### src/rtl/skeleton_echo_buffer_if.sv
// Frame-buffer bus bundle for skeleton_echo_buffer.
// The master side drives the controls and samples; the slave side is the buffer itself.
interface skeleton_echo_buffer_if #(
  parameter int BITWIDTH_SYS  = 16,
  parameter int BITWIDTH_HEAD = 32,
  parameter int DEPTH         = 16
);
  localparam int AW = $clog2(DEPTH);

  logic                     START_FLAG;
  logic [1:0]               MODE;
  logic                     WR_EN;
  logic [BITWIDTH_SYS-1:0]  DATA_IN;
  logic                     RD_EN;
  logic [BITWIDTH_SYS-1:0]  DATA_OUT;
  logic                     DATA_VALID;
  logic [BITWIDTH_HEAD-7:0] DATA_HEAD;
  logic                     FULL;
  logic                     EMPTY;
  logic [AW:0]              FILL_LEVEL;

  modport master (
    output START_FLAG, MODE, WR_EN, DATA_IN, RD_EN,
    input  DATA_OUT, DATA_VALID, DATA_HEAD,
    input  FULL, EMPTY, FILL_LEVEL
  );

  modport slave (
    input  START_FLAG, MODE, WR_EN, DATA_IN, RD_EN,
    output DATA_OUT, DATA_VALID, DATA_HEAD,
    output FULL, EMPTY, FILL_LEVEL
  );
endinterface

### src/rtl/skeleton_echo_buffer.sv
// Load/drain echo buffer with per-frame payload transform.
// SKELETON_ECHO_BUFFER_DROP_CNT_EN adds the saturating DROP_CNT output.
module skeleton_echo_buffer #(
  parameter int BITWIDTH_IN   = 16,
  parameter int BITWIDTH_SYS  = 16,
  parameter int BITWIDTH_HEAD = 32,
  parameter int DEPTH         = 16
) (
  input  logic CLK_SYS,
  input  logic nRST,
  input  logic EN,
  skeleton_echo_buffer_if.slave bus
`ifdef SKELETON_ECHO_BUFFER_DROP_CNT_EN
  ,
  output logic [7:0] DROP_CNT
`endif
);

  localparam int AW = $clog2(DEPTH);
  localparam int HW = BITWIDTH_HEAD - 6;
  localparam logic [AW:0] FULL_CNT = (AW+1)'(DEPTH);
  localparam logic [4:0]  BWI5 = 5'(BITWIDTH_IN);

  typedef enum logic [1:0] {
    S_IDLE,
    S_LOAD,
    S_DRAIN
  } state_t;

  state_t state_q, state_d;

  logic [BITWIDTH_IN-1:0]  mem [DEPTH];
  logic [AW-1:0]           wptr_q, rptr_q;
  logic [AW:0]             cnt_q;
  logic                    ovf_q;
  logic [1:0]              mode_q;
  logic [BITWIDTH_SYS-1:0] dout_q;
  logic                    vld_q;
`ifdef SKELETON_ECHO_BUFFER_DROP_CNT_EN
  logic [7:0]              drop_q;
`endif

  logic clr, do_wr, do_rd, do_drop;
  logic full, empty;
  logic [BITWIDTH_IN-1:0]  pay, raw, xf;
  logic [BITWIDTH_SYS-1:0] ext;
  logic [25:0]             head_raw;
  logic                    unused_din;

  assign full  = (cnt_q == FULL_CNT);
  assign empty = (cnt_q == '0);
  assign pay   = bus.DATA_IN[BITWIDTH_SYS-1 -: BITWIDTH_IN];
  assign raw   = mem[rptr_q];
  assign unused_din = ^bus.DATA_IN;

  always_comb begin
    state_d = state_q;
    clr     = 1'b0;
    do_wr   = 1'b0;
    do_rd   = 1'b0;
    do_drop = 1'b0;
    unique case (state_q)
      S_IDLE: begin
        if (bus.START_FLAG) begin
          state_d = S_LOAD;
          clr     = 1'b1;
        end
      end
      S_LOAD: begin
        if (!bus.START_FLAG) begin
          state_d = S_DRAIN;
        end else if (bus.WR_EN) begin
          do_wr   = !full;
          do_drop = full;
        end
      end
      S_DRAIN: begin
        // A new frame marker aborts the drain and beats any read.
        if (bus.START_FLAG) begin
          state_d = S_LOAD;
          clr     = 1'b1;
        end else if (empty) begin
          state_d = S_IDLE;
        end else begin
          do_rd = bus.RD_EN;
        end
      end
      default: state_d = S_IDLE;
    endcase
  end

  always_comb begin
    xf = raw;
    unique case (mode_q)
      2'b01:   xf = ~raw;
      2'b10:   xf = raw + BITWIDTH_IN'(1);
      default: xf = raw;
    endcase
    ext = '0;
    ext[BITWIDTH_SYS-1 -: BITWIDTH_IN] = xf;
  end

  always_ff @(posedge CLK_SYS) begin
    if (do_wr && nRST && EN) begin
      mem[wptr_q] <= pay;
    end
  end

  always_ff @(posedge CLK_SYS) begin
    if (!nRST || !EN) begin
      state_q <= S_IDLE;
      wptr_q  <= '0;
      rptr_q  <= '0;
      cnt_q   <= '0;
      ovf_q   <= 1'b0;
      mode_q  <= 2'b00;
      dout_q  <= '0;
      vld_q   <= 1'b0;
`ifdef SKELETON_ECHO_BUFFER_DROP_CNT_EN
      drop_q  <= '0;
`endif
    end else begin
      state_q <= state_d;
      vld_q   <= do_rd;
      if (clr) begin
        wptr_q <= '0;
        rptr_q <= '0;
        cnt_q  <= '0;
        ovf_q  <= 1'b0;
        mode_q <= bus.MODE;
`ifdef SKELETON_ECHO_BUFFER_DROP_CNT_EN
        drop_q <= '0;
`endif
      end else begin
        if (do_wr) begin
          wptr_q <= wptr_q + AW'(1);
          cnt_q  <= cnt_q + (AW+1)'(1);
        end
        if (do_rd) begin
          rptr_q <= rptr_q + AW'(1);
          cnt_q  <= cnt_q - (AW+1)'(1);
          dout_q <= ext;
        end
        if (do_drop) begin
          ovf_q <= 1'b1;
`ifdef SKELETON_ECHO_BUFFER_DROP_CNT_EN
          if (drop_q != 8'hFF) drop_q <= drop_q + 8'd1;
`endif
        end
      end
    end
  end

  assign head_raw = {ovf_q, mode_q, 1'b0, 6'd2, 6'd2, BWI5, BWI5};

  assign bus.DATA_OUT   = dout_q;
  assign bus.DATA_VALID = vld_q;
  assign bus.DATA_HEAD  = HW'(head_raw);
  assign bus.FULL       = full;
  assign bus.EMPTY      = empty;
  assign bus.FILL_LEVEL = cnt_q;
`ifdef SKELETON_ECHO_BUFFER_DROP_CNT_EN
  assign DROP_CNT = drop_q;
`endif

endmodule
### src/flat_wrapper.sv
// flat-port wrapper written by rule: the top's interface ports become plain ports
module skeleton_echo_buffer_flat 
#(
  parameter int BITWIDTH_IN   = 16,
  parameter int BITWIDTH_SYS  = 16,
  parameter int BITWIDTH_HEAD = 32,
  parameter int DEPTH         = 16
)
  (CLK_SYS, nRST, EN, bus_START_FLAG, bus_MODE, bus_WR_EN, bus_DATA_IN, bus_RD_EN, bus_DATA_OUT, bus_DATA_VALID, bus_DATA_HEAD, bus_FULL, bus_EMPTY, bus_FILL_LEVEL);
  skeleton_echo_buffer_if #(.BITWIDTH_SYS(BITWIDTH_SYS), .BITWIDTH_HEAD(BITWIDTH_HEAD), .DEPTH(DEPTH)) bus_i ();
  input  logic CLK_SYS;
  input  logic nRST;
  input  logic EN;
  input wire logic [$bits(bus_i.START_FLAG)-1:0] bus_START_FLAG;
  input wire logic [$bits(bus_i.MODE)-1:0] bus_MODE;
  input wire logic [$bits(bus_i.WR_EN)-1:0] bus_WR_EN;
  input wire logic [$bits(bus_i.DATA_IN)-1:0] bus_DATA_IN;
  input wire logic [$bits(bus_i.RD_EN)-1:0] bus_RD_EN;
  output wire logic [$bits(bus_i.DATA_OUT)-1:0] bus_DATA_OUT;
  output wire logic [$bits(bus_i.DATA_VALID)-1:0] bus_DATA_VALID;
  output wire logic [$bits(bus_i.DATA_HEAD)-1:0] bus_DATA_HEAD;
  output wire logic [$bits(bus_i.FULL)-1:0] bus_FULL;
  output wire logic [$bits(bus_i.EMPTY)-1:0] bus_EMPTY;
  output wire logic [$bits(bus_i.FILL_LEVEL)-1:0] bus_FILL_LEVEL;
  assign bus_i.START_FLAG = bus_START_FLAG;
  assign bus_i.MODE = bus_MODE;
  assign bus_i.WR_EN = bus_WR_EN;
  assign bus_i.DATA_IN = bus_DATA_IN;
  assign bus_i.RD_EN = bus_RD_EN;
  assign bus_DATA_OUT = bus_i.DATA_OUT;
  assign bus_DATA_VALID = bus_i.DATA_VALID;
  assign bus_DATA_HEAD = bus_i.DATA_HEAD;
  assign bus_FULL = bus_i.FULL;
  assign bus_EMPTY = bus_i.EMPTY;
  assign bus_FILL_LEVEL = bus_i.FILL_LEVEL;
  skeleton_echo_buffer #(.BITWIDTH_IN(BITWIDTH_IN), .BITWIDTH_SYS(BITWIDTH_SYS), .BITWIDTH_HEAD(BITWIDTH_HEAD), .DEPTH(DEPTH)) u_core (.CLK_SYS(CLK_SYS), .nRST(nRST), .EN(EN), .bus(bus_i));
endmodule
### config.mk
export PLATFORM = sky130hd
export DESIGN_NAME = skeleton_echo_buffer_flat
export DESIGN_NICKNAME = d
export VERILOG_FILES = /design/src/rtl/skeleton_echo_buffer_if.sv /design/src/rtl/skeleton_echo_buffer.sv /design/src/flat_wrapper.sv
export SDC_FILE = /design/constraint.sdc
export NUM_CORES = 1
export LEC_CHECK = 0
export ABC_AREA = 1
export CORE_UTILIZATION = 60
export DETAILED_ROUTE_END_ITERATION = 6
export GPL_TIMING_DRIVEN = 0
export HOLD_SLACK_MARGIN = 0.12
export PLACE_DENSITY = 0.8
export SLEW_MARGIN = 20
export SYNTH_ARGS = -nofsm -noshare
export SYNTH_HDL_FRONTEND = slang
export SYNTH_SLANG_ARGS = --single-unit
### constraint.sdc
create_clock -name CLK_SYS -period 6.24 [get_ports CLK_SYS]
set_clock_uncertainty 0.1 [all_clocks]
set_input_delay 0.936 -clock CLK_SYS [delete_from_list [all_inputs] [get_ports CLK_SYS]]
set_output_delay 0.936 -clock CLK_SYS [all_outputs]
set_load 0.1 [all_outputs]
==> flow_metrics.py <==
metrics = {
    "routing": {
        "wl_per_cell_um": 19.83,
        "drt_wl_total_um": 34950,
        "routed_via_density": 5.703,
        "dr.pass1.iters": 6,
        "first_iter_violations": 1198,
        "final_antenna_net_count": 0,
        "via_count": 10050,
        "drc_errors": 0,
    },
    "clock_network": {
        "hold_buffers": 0,
        "post_cts_resized": 0,
        "numClockSinks": 295,
        "cts_buffers": 28,
        "clk_pin_slew_ns": 0.07,
        "ctsHtreeMaxLevel": 1,
        "clockBufferDepth": 3,
        "clkLatencyLatePin_ns": 0.55,
        "post_cts_buffers": 0,
        "root_buffer": "clkbuf_16",
        "tritoncts": "built",
    },
    "synthesis": {
        "ys_ff_latch": 295,
        "synthCells": 1358,
        "yosysWarnings": 0,
        "yosysSeqAreaShare": 0.6354,
        "synth_cell_types": 38,
        "avgSynthCellArea_um2": 9.813,
        "syn-cell-area_um2": 13330,
    },
    "floorplanning": {
        "die-area_um2": 22810,
        "io_pins": 74,
        "fp.dieH_um": 151.0,
        "core-area_um2": 21820,
        "core.rowCount": 54,
        "fp.dieW_um": 151.0,
        "initial_utilization": 0.6107,
    },
    "pwr": {
        "irDropWorstVdd_mv": 0.2543,
        "p_leak_nw": 6.254,
        "total_power_mw": 3.930,
        "pwr_density_cell_nw_per_um2": 257.0,
    },
    "setup_path": {
        "cp.arrival_ns": 2.74,
        "setup.worst_path.class": "flop to output pin",
        "crit_fanout": 5,
        "crit_required_ns": 5.20,
        "critPathCaptureType": "output pin",
        "startpoint_type": "flop",
        "r2r_setup_slack_ns": 3.21,
    },
    "grt": {
        "grt_max_degree": 17,
        "antenna_found_initial": 0,
        "grt_pass1_wl_um": 52990,
        "overflow": 0,
        "track_usage": 0.3178,
        "grt_pass1_vias": 9367,
    },
    "final_layout": {
        "drive_above_1_share": 0.09649,
        "nFillCells": 1592,
        "syn_to_final_growth_pct": 14.72,
        "antenna_cells": 0,
        "finalNetCount": 1498,
    },
    "timing": {
        "post-route-period-util": 0.6046,
        "slew_viol_final": 0,
        "timing.final.ws_setup_ns": 2.467,
        "min_period_ns": 3.773,
        "finalHoldViolations": 0,
        "grt_setup_unrepaired": "false",
        "finalSetupViolations": 0,
        "fmax_mhz": 265.1,
        "tightest_slew_ns": 0.9776,
        "fin_tns_setup_ns": 0,
        "slew_headroom": 0.3462,
    },
    "worst_hold_path": {
        "hp-class": "flop to flop",
    },
    "flow_run": {
        "maxCapViolCount": 0,
    },
    "place": {
        "gp_congestion": 0.8589,
        "port_buffers": 50,
        "dp_hpwl_um": 21230,
        "place_ws_ns": 2.469,
    },
    "outcome": {
        "status": "completed",
    },
}
[cells in the mapped netlist (all sizes together)]
library cell,instances,area (µm²)
nor3b,1,7.510
clkbuf,13,48.80
nor4b,1,8.760
o211ai,4,30.03
ha,11,137.6
a31oi,2,12.51
nor3,2,10.01
nor2,85,336.6
or2,1,6.260
nand4,6,37.54
fa,1,20.02
dfxtp,39,780.8
nand2,438,1657
conb,2,7.510
o221ai,6,52.55
o311ai,1,8.760
nor4,1,6.260
o21ai,46,230.2
edfxtp,256,7687
nand3,164,830.8
and3,1,6.260
a21oi,29,145.1
o21a,1,7.510
buf,73,555.5
xor2,3,26.28
inv,165,624.4
a211oi,6,45.04
[power breakdown]
part | switching [mW] | leakage [nW] | internal (mW) | total, mW
Sequential | 0.000967 | 2.61 | 2.14 | 2.14
Clock | 0.715 | 0.445 | 0.926 | 1.64
Combinational | 0.114 | 3.19 | 0.0317 | 0.146
[area by class of cell]
type	count	area, µm²	area share
buffer	86	604.3	0.03953
tap	280	350.3	0.02292
clock buffer	36	792.0	0.05180
timing repair buffer	53	546.8	0.03576
sequential	295	8468	0.5539
inverter	165	624.3	0.04084
clock inverter	14	83.83	0.005483
multi-input combinational	833	3819	0.2498
[critical path, cell delays in order (launching register included)]
cell,delay [ns]
dfxtp_1,0.35
nor4_1,0.37
inv_1,0.10
nor2_1,0.18
clkdlybuf4s50_1,1.18
[state kept, by name, summed over array words and instances (netlist names), named ones only]
register	count
u_core.bus.DATA_OUT	16
u_core.bus.DATA_VALID	1
u_core.bus.FILL_LEVEL	5
u_core.mem	256
u_core.mode_q	2
u_core.ovf_q	1
u_core.rptr_q	4
u_core.state_q	2
u_core.wptr_q	4
[through the flow]
stage | std cells | instance area (µm²) | hold slack, ns | utilization
after floorplan | 1379 | 13410 | 0.3359 | -
final | 1762 | 15290 | 0.3642 | 0.7006
after global routing | 1762 | 15290 | 0.3882 | 0.7006
after detailed placement | 1712 | 14410 | 0.3578 | 0.6604
after global placement | 1709 | 14260 | 0.3476 | 0.6533
after CTS | 1762 | 15290 | 0.3666 | 0.7006
[cell families after synthesis]
| logic type | Yosys count | share of synthesized area |
|---|---|---|
| AO/OA/AOI/OAI | 95 | 0.03990 |
| XOR/XNOR | 3 | 0.001972 |
| adder cells (fa/ha/maj) | 12 | 0.01183 |
| buffers and inverters | 251 | 0.09220 |
| flip-flops | 295 | 0.6354 |
| other | 2 | 0.0005635 |
| AND/OR/NAND/NOR | 700 | 0.2181 |
[cell usage in the layout (no fill, tap or decap), drive strengths merged]
cell	instances
and3	1
edfxtp	256
nor4	1
o21ai	46
nor4b	1
o311ai	1
o21a	1
nor2	85
nand4	6
nor3b	1
a211oi	6
nand2	438
conb	23
inv	168
dfxtp	39
nor3	2
a31oi	2
xor2	3
a21oi	29
clkdlybuf4s50	50
nand3	164
o211ai	4
clkbuf	49
o221ai	6
bufinv	1
fa	1
ha	11
or2	1
buf	76
clkinv	10
[worst paths after layout]
kind                             endpoint                startpoint  depth (start not counted)
hold / removal          u_core.state_q[0]         u_core.state_q[1]                          1
setup / recovery                 bus_FULL  u_core.bus.FILL_LEVEL[0]                          4
setup reg to reg  u_core.bus.DATA_OUT[14]                      flop                         15
hold reg to reg         u_core.state_q[0]         u_core.state_q[1]                          1
[per-layer routing]
layer	global-route usage	share of wire	vias to the layer above
li1	-	-	4625
met1	0.4164	0.38	4678
met2	0.5200	0.48	626
met3	0.05331	0.096	120
met4	0.1475	0.045	0
met5	0	0	-
Note: power is estimated with default switching activity, not from simulation.
